$ cat config.mk
export PLATFORM = sky130hd
export DESIGN_NAME = dmem_arbiter
export DESIGN_NICKNAME = d
export VERILOG_FILES = /design/src/rtl/dmem_arb_pkg.sv /design/src/rtl/rr_arb2.sv /design/src/rtl/dmem_arbiter.sv
export SDC_FILE = /design/constraint.sdc
export NUM_CORES = 1
export LEC_CHECK = 0
export BUFFER_PORTS_ARGS = -buffer_cell sky130_fd_sc_hd__buf_4
export CORE_AREA = 2 2 161 123
export CTS_CLUSTER_DIAMETER = 150
export CTS_CLUSTER_SIZE = 40
export DETAILED_ROUTE_END_ITERATION = 16
export DIE_AREA = 0 0 163 125
export MAX_ROUTING_LAYER = met4
export PLACE_DENSITY = 0.76
export REMOVE_ABC_BUFFERS = 1
export SLEW_MARGIN = 10
export SYNTH_ARGS = -nofsm -noshare
export SYNTH_HDL_FRONTEND = slang
export SYNTH_SLANG_ARGS = --single-unit
$ cat constraint.sdc
create_clock -name clk -period 6 [get_ports clk]
set_input_delay 0.9 -clock clk [delete_from_list [all_inputs] [get_ports clk]]
set_output_delay 0.9 -clock clk [all_outputs]
set_load 0.05 [all_outputs]
$ cat src/rtl/dmem_arb_pkg.sv
// Shared types and defaults for the data-memory arbiter.
// Requester IDs double as grant-vector bit positions.
package dmem_arb_pkg;

  typedef enum logic [1:0] {
    IDLE  = 2'd0,
    ISSUE = 2'd1,
    WAIT  = 2'd2,
    RESP  = 2'd3
  } state_e;

  localparam logic REQ_CPU = 1'b0;
  localparam logic REQ_IO  = 1'b1;

  localparam int ADDR_W_DEF = 13;
  localparam int DATA_W_DEF = 32;
  localparam int RD_LAT_DEF = 1;

endpackage

$ cat src/rtl/rr_arb2.sv
// Two-input round-robin arbiter; last winner loses a tie.
// History only advances when the enable marks a real grant.
module rr_arb2
  import dmem_arb_pkg::*;
(
  input  logic       clk,
  input  logic       rst,
  input  logic       en_i,
  input  logic [1:0] req_i,
  output logic [1:0] gnt_o
);

  logic last_q;
  logic win;

  always_comb begin
    win = REQ_CPU;
    if (req_i[REQ_CPU] && req_i[REQ_IO]) begin
      win = ~last_q;
    end else if (req_i[REQ_IO]) begin
      win = REQ_IO;
    end
    gnt_o = {win, ~win} & {2{|req_i}};
  end

  always_ff @(posedge clk or posedge rst) begin
    if (rst) begin
      last_q <= REQ_IO;
    end else if (en_i && |req_i) begin
      last_q <= win;
    end
  end

endmodule

$ cat src/rtl/dmem_arbiter.sv
// Shares the single-port data memory between CPU and I/O requesters.
// One transaction in flight: IDLE -> ISSUE -> (WAIT) -> RESP.
module dmem_arbiter
  import dmem_arb_pkg::*;
#(
  parameter int ADDR_W = ADDR_W_DEF,
  parameter int DATA_W = DATA_W_DEF,
  parameter int RD_LAT = RD_LAT_DEF
) (
  input  logic              clk,
  input  logic              rst,
  input  logic              cpu_req,
  input  logic              cpu_we,
  input  logic [31:0]       cpu_addr,
  input  logic [31:0]       cpu_off,
  input  logic [DATA_W-1:0] cpu_wdata,
  output logic              cpu_gnt,
  output logic              cpu_done,
  output logic              cpu_err,
  output logic [DATA_W-1:0] cpu_rdata,
  input  logic              io_req,
  input  logic              io_we,
  input  logic [31:0]       io_addr,
  input  logic [31:0]       io_off,
  input  logic [DATA_W-1:0] io_wdata,
  output logic              io_gnt,
  output logic              io_done,
  output logic              io_err,
  output logic [DATA_W-1:0] io_rdata,
  output logic [ADDR_W-1:0] mem_addr,
  output logic              mem_we,
  output logic              mem_re,
  output logic [DATA_W-1:0] mem_wdata,
  input  logic [DATA_W-1:0] mem_rdata
);

  localparam int CW = $clog2(RD_LAT + 1);
  localparam logic [CW-1:0] LAT = CW'(RD_LAT);
  localparam logic [CW-1:0] ONE = CW'(1);

  state_e            state_q, state_d;
  logic              owner_q, owner_d;
  logic              we_q, we_d;
  logic              err_q, err_d;
  logic [31:0]       sum_q, sum_d;
  logic [DATA_W-1:0] wdata_q, wdata_d;
  logic [DATA_W-1:0] cpu_rdata_q, cpu_rdata_d;
  logic [DATA_W-1:0] io_rdata_q, io_rdata_d;
  logic [CW-1:0]     cnt_q, cnt_d;
  logic [1:0]        arb_gnt;
  logic              arb_en;
  logic              oor;
  logic              issue;
  logic              resp;

  assign arb_en = (state_q == IDLE) && (cpu_req || io_req);

  rr_arb2 u_arb (
    .clk   (clk),
    .rst   (rst),
    .en_i  (arb_en),
    .req_i ({io_req, cpu_req}),
    .gnt_o (arb_gnt)
  );

  // Any bit above the word-address range means the access misses memory.
  assign oor = |sum_q[31:ADDR_W];

  always_comb begin
    state_d     = state_q;
    owner_d     = owner_q;
    we_d        = we_q;
    err_d       = err_q;
    sum_d       = sum_q;
    wdata_d     = wdata_q;
    cnt_d       = cnt_q;
    cpu_rdata_d = cpu_rdata_q;
    io_rdata_d  = io_rdata_q;
    unique case (state_q)
      IDLE: begin
        if (arb_en) begin
          owner_d = arb_gnt[REQ_IO];
          err_d   = 1'b0;
          state_d = ISSUE;
          if (arb_gnt[REQ_IO]) begin
            we_d    = io_we;
            sum_d   = io_addr + io_off;
            wdata_d = io_wdata;
          end else begin
            we_d    = cpu_we;
            sum_d   = cpu_addr + cpu_off;
            wdata_d = cpu_wdata;
          end
        end
      end
      ISSUE: begin
        if (oor) begin
          err_d   = 1'b1;
          state_d = RESP;
        end else if (we_q) begin
          state_d = RESP;
        end else begin
          cnt_d   = LAT;
          state_d = WAIT;
        end
      end
      WAIT: begin
        cnt_d = cnt_q - ONE;
        if (cnt_q == ONE) begin
          state_d = RESP;
          if (owner_q == REQ_IO) begin
            io_rdata_d = mem_rdata;
          end else begin
            cpu_rdata_d = mem_rdata;
          end
        end
      end
      RESP: begin
        state_d = IDLE;
      end
      default: begin
        state_d = IDLE;
      end
    endcase
  end

  always_ff @(posedge clk or posedge rst) begin
    if (rst) begin
      state_q     <= IDLE;
      owner_q     <= REQ_CPU;
      we_q        <= 1'b0;
      err_q       <= 1'b0;
      sum_q       <= '0;
      wdata_q     <= '0;
      cnt_q       <= '0;
      cpu_rdata_q <= '0;
      io_rdata_q  <= '0;
    end else begin
      state_q     <= state_d;
      owner_q     <= owner_d;
      we_q        <= we_d;
      err_q       <= err_d;
      sum_q       <= sum_d;
      wdata_q     <= wdata_d;
      cnt_q       <= cnt_d;
      cpu_rdata_q <= cpu_rdata_d;
      io_rdata_q  <= io_rdata_d;
    end
  end

  assign issue = (state_q == ISSUE);
  assign resp  = (state_q == RESP);

  assign cpu_gnt  = issue && (owner_q == REQ_CPU);
  assign io_gnt   = issue && (owner_q == REQ_IO);
  assign cpu_done = resp && (owner_q == REQ_CPU);
  assign io_done  = resp && (owner_q == REQ_IO);
  assign cpu_err  = cpu_done && err_q;
  assign io_err   = io_done && err_q;

  assign cpu_rdata = cpu_rdata_q;
  assign io_rdata  = io_rdata_q;

  assign mem_we    = issue && we_q && !oor;
  assign mem_re    = issue && !we_q && !oor;
  assign mem_addr  = (issue && !oor) ? sum_q[ADDR_W-1:0] : '0;
  assign mem_wdata = mem_we ? wdata_q : '0;

endmodule

; Word level (Yosys, flattened, before mapping)
; Index checks and enable logic that the tools add are counted.
[word_totals]
regBits = 135
latch_bits = 0
mem_bits_rw = 0
romBits = 0
in_bits = 230
output_inout_bits = 117
word_cells = 71
mem_count = 0
[classes]
n_addsub = 3
mul = 0
n_div = 0
magnitude_cmp = 0
n_eq_ne = 8
shifts = 0
n_mux = 18
bitwise = 4
n_reduce_logical = 28
[ops]
columns = op, n
row1 = 32-bit two-way mux, 3
row2 = 32-bit adder, 2
row3 = 19-bit OR reduction, 1
row4 = 1-bit logical AND, 14
row5 = 13-bit two-way mux, 1
row6 = 3-bit AND reduction, 4
row7 = 1-bit two-way mux, 9
row8 = 2-bit inequality test (second input constant), 4
row9 = 2-bit case mux with 4 select lines, 1
row10 = 2-bit == test (second input constant), 2
row11 = 2-bit two-way mux, 2
row12 = 1-bit case mux with 2 select lines, 2
row13 = 2-bit AND reduction, 2
row14 = 2-bit nonzero test, 2
row15 = 1-bit inverter, 3
row16 = 2-bit AND, 1
row17 = 2-bit by 1-bit == test with 1-bit output (second input constant), 1
row18 = 1-bit zero test, 2
row19 = 2-bit zero test, 1
row20 = 2-bit by 1-bit inequality test with 1-bit output (second input constant), 1
row21 = 2-bit OR reduction, 1
row22 = 1-bit logical OR, 1
row23 = 1-bit subtractor (second input constant), 1

; Logic depth before layout (Yosys ltp)
[logic_depth]
word_depth = 5
depth_mapped = 11
mapped_depth_nobuf = 11

; Cells and area by module
; From an unflattened synthesis, not the netlist that was laid out.
[hier_totals]
cells_unflattened = 1015
area_unflattened_um2 = 9461.6
[by_module_without_submodules]
columns = mod, instances, cells_per_inst, area_each_um2, seq_area_each_um2
row1 = dmem_arbiter, 1, 1008, 9401.5, 3353.2
row2 = rr_arb2, 1, 7, 60.1, 26.3

; Worst setup path before layout
; OpenSTA, ideal clock, no wires.
[synth_path]
path_kind = input to register
start = input port io_addr[0]
end = register sum_q[18]
t_arrival_ns = 3.283
required_time_ns = 5.871
setup_slack_ns = 2.588
stages = 11
cell_sequence = ha_1 > fa_1 > a211oi_2 > o21ai_0 > a32oi_1 > a31oi_1 > a31o_2 > a21o_1 > a211o_1 > a41oi_1 > o21ai_1
[synth_between]
elab_chain_cells = 2
[synth_rtl]
columns = element, line
row1 = "start, declared", dmem_arbiter.sv:23  ; input logic [31:0] io_addr,
row2 = 32-bit adder, dmem_arbiter.sv:87  ; sum_d = io_addr + io_off;
row3 = 32-bit two-way mux, dmem_arbiter.sv:85  ; if (arb_gnt[REQ_IO]) begin
row4 = "end signal, assigned", dmem_arbiter.sv:143  ; sum_q <= sum_d;
row5 = "end, declared", dmem_arbiter.sv:45  ; logic [31:0] sum_q, sum_d;
; No other way between the ends.
; A chain may end at the register's enable or synchronous reset.

; Worst setup path after layout
[layout_path]
start = register sum_q[16]
end = output port mem_wdata[4]
[layout_between]
elab_chain_cells = 4
[layout_rtl]
columns = element, line
row1 = 19-bit OR reduction, dmem_arbiter.sv:67  ; assign oor = |sum_q[31:ADDR_W];
row2 = 1-bit zero test, dmem_arbiter.sv:164  ; assign mem_we = issue && we_q && !oor;
row3 = 1-bit logical AND, dmem_arbiter.sv:164
row4 = 32-bit two-way mux, dmem_arbiter.sv:167  ; assign mem_wdata = mem_we ? wdata_q : '0;
row5 = "end, declared", dmem_arbiter.sv:33  ; output logic [DATA_W-1:0] mem_wdata,
; No other way between the ends.

==> flow_summary.yaml <==
floorplan:
  initial_utilization: 0.4784
  die_h_um: 125
  io_pins: 347
  chipWidth_um: 163
  fp.coreArea_sq_um: 18990
  die_area_sq_um: 20380
  rows: 44
critical_path:
  endpoint: "mem_wdata[4]"
  slowest_stage: "or4_1"
  startpoint: "sum_q[16]$_DFFE_PP0P_"
  required_ns: 5.10
  r2r_start: "state_q[0]$_DFFE_PP0P_"
  slowest_delay_ns: 0.57
  crit_path_end_kind: "primary output"
  crit_type: "flop to primary output"
  startpoint_type: "flop"
  rrSetupSlack_ns: 3.04
  path_cells: "nor4_1 > nand4_1 > or4_1 > nor2_2 > buf_4 > and3_1 > buf_4"
  worst_ep_arrival_time_ns: 3.03
  critPathMaxFanout: 45
  worst_r2r_path_depth: 6
  r2r-end: "sum_q[30]$_DFFE_PP0P_"
  cp_common_cell: "buf_4"
clocking:
  cts_root_buf: "clkbuf_16"
  cts_made_buffers: 17
  cts_hold_buf: 0
  cts_htree_levels: 4
  clkTransAtPathRegs_ns: 0.06
  cts_resized: 0
  cts_sinks: 135
  clk_latency_ns: 0.43
  postCtsSetupBuffers: 0
  clockBufferDepth: 2
  cts_tree: "built"
place:
  dp_slack_ns: 2.093
  portBuffers: 346
  gp_congestion: 0.9111
  hpwl_mm: 21.14
  placed_area_sq_um: 11880
global_routing:
  overflow: 0
  grt_pass1_vias: 8526
  grt_antenna_before_repair: 0
  track_usage: 0.2798
  grt_first_pass_wirelength_mm: 44.11
  grt_start_max_net_pins: 76
layout:
  area_delta_synth_final_pct: 37.10
  final_area_sq_um: 12460
  layout-drive-gt1-share: 0.3498
  final_nets: 1640
  diodes: 0
  utilization: 0.6559
sta:
  slew_headroom: 0.2952
  worst_pin_slew_ns: 1.057
  period_share: 0.6550
  setup_violations: 0
  slew_viol_final: 0
  rsz0062_at_grt: "false"
  setup_ws_ns: 2.070
  period_needed_ns: 3.930
  tns_ns: 0
  clock_skew_ns: 0.01566
  hold_viol_final: 0
  max_freq_mhz: 254.5
route:
  drt_iter0_drc: 719
  drc: 0
  via_per_inst: 5.586
  post_drt_wl_per_cell_um: 17.36
  drtAntennaViolNets: 0
  wirelength_mm: 27.92
  drtPass1Iterations: 6
  via_count: 8982
power:
  p_leak_nw: 6.122
  ir_drop_uv: 307.3
  power_density_nw_per_um2: 435.9
  p_total_mw: 5.430
yosys:
  yosys_warnings: 0
  synth_top_family_by_area: "compound AO/OA/AOI/OAI gates"
  synth_xor_area_frac: 0.05302
  synth_seq_area_share: 0.3719
  synth-simple-area-share: 0.1706
  ys_async_sr_fraction: 1.000
  yosys.area_share.adder: 0.09529
  ys.flop_type: "dfrtp_1"
  syn_area_sq_um: 9086
  syn_area_per_cell_sq_um: 8.943
  synth_compound_area_frac: 0.1972
  yosys-mux-area-fraction: 0.08042
  ys_ff_latch: 135
  syn_inst: 1016
  ys_types: 69
  synth_edf_count: 0
min_path:
  worstHoldPathType: "flop to flop"
run:
  max_cap_violations: 0
status:
  status: "completed"
## critical path, delay by kind of cell, from the launching register on
kind / cells / cell delay [ns]
flops: 1 / 0.38
buf+inv: 2 / 0.59
simple gates: 5 / 1.60
## Yosys cell counts (5+ instances only)
master,n,share of area
nand2b_1,7,0.0048
and2_1,19,0.013
nor3_1,5,0.0028
dfrtp_1,134,0.37
clkbuf_1,32,0.013
ha_1,66,0.091
nand4_1,6,0.0041
a21oi_1,73,0.040
inv_1,19,0.0078
buf_1,9,0.0037
nand2_1,148,0.061
xnor2_1,35,0.034
a22oi_1,5,0.0041
a21o_1,25,0.021
mux2_2,64,0.079
o21bai_1,7,0.0058
nand3_1,15,0.0083
xor2_1,20,0.019
o21ai_0,73,0.040
and3_1,38,0.026
nor2_1,83,0.034
o21a_1,8,0.0066
a31oi_1,44,0.030
## per-stage QoR
stage / hold WS [ns] / instances
after global placement: 0.4560 / 1576
after detailed placement: 0.4620 / 1576
after global routing: 0.4999 / 1608
after CTS: 0.4764 / 1608
final: 0.4734 / 1608
after floorplan: 0.4418 / 969
## layout by cell type (no fill, tap or decap), types with 38 or more instances in the layout
cell,instances
buf_4,354
nand2_1,147
dfrtp_1,134
nor2_1,82
a21oi_1,73
o21ai_0,72
ha_1,66
mux2_2,64
a31oi_1,44
and3_1,38
## cells by family after synthesis
| logic type | Yosys count |
|---|---|
| AO/OA/AOI/OAI | 286 |
| flip-flops | 135 |
| buffers and inverters | 66 |
| adder cells (fa/ha/maj) | 68 |
| AND/OR/NAND/NOR | 341 |
| XOR/XNOR | 55 |
| multiplexers | 65 |
## metal layers
metal | wire length (um) | global-route usage | vias up
met4 | 419 | 0.07548 | 0
met1 | 12670 | 0.3812 | 4266
met3 | 1694 | 0.03616 | 40
li1 | - | - | 4315
met2 | 13130 | 0.4422 | 361
met5 | 0 | - | -
## power by group
group / switching (mW) / total (mW) / internal (mW)
sequential: 0.276 / 1.65 / 1.38
combinational: 1.73 / 2.73 / 1.00
clock: 0.455 / 1.04 / 0.589
## layout make-up
class	count	area, sq um
clock buffer	17	425.4
multi-input combinational	815	5445
tap	253	316.6
timing repair buffer	354	2658
clock inverter	15	156.4
sequential	135	3379
fill	1619	6536
inverter	19	76.32
## state kept, by name, summed over array words and instances (netlist names)
register      flops
cpu_rdata        32
io_rdata         32
sum_q            32
wdata_q          32
state_q           2
cnt_q             1
err_q             1
owner_q           1
u_arb.last_q      1
we_q              1
## worst min-delay path by stage
stage / startpoint / to / slack [ns] / cells past startpoint
global placement: sum_q[5]$_DFFE_PP0P_ / sum_q[5]$_DFFE_PP0P_ / 0.46 / 2
floorplan: sum_q[10]$_DFFE_PP0P_ / sum_q[10]$_DFFE_PP0P_ / 0.44 / 2
global route: sum_q[5]$_DFFE_PP0P_ / sum_q[5]$_DFFE_PP0P_ / 0.50 / 2
CTS: sum_q[6]$_DFFE_PP0P_ / sum_q[6]$_DFFE_PP0P_ / 0.48 / 2
detailed placement: sum_q[3]$_DFFE_PP0P_ / sum_q[3]$_DFFE_PP0P_ / 0.46 / 2
finish: sum_q[3]$_DFFE_PP0P_ / sum_q[3]$_DFFE_PP0P_ / 0.47 / 2
No activity file was read; power rests on OpenSTA's default activity.
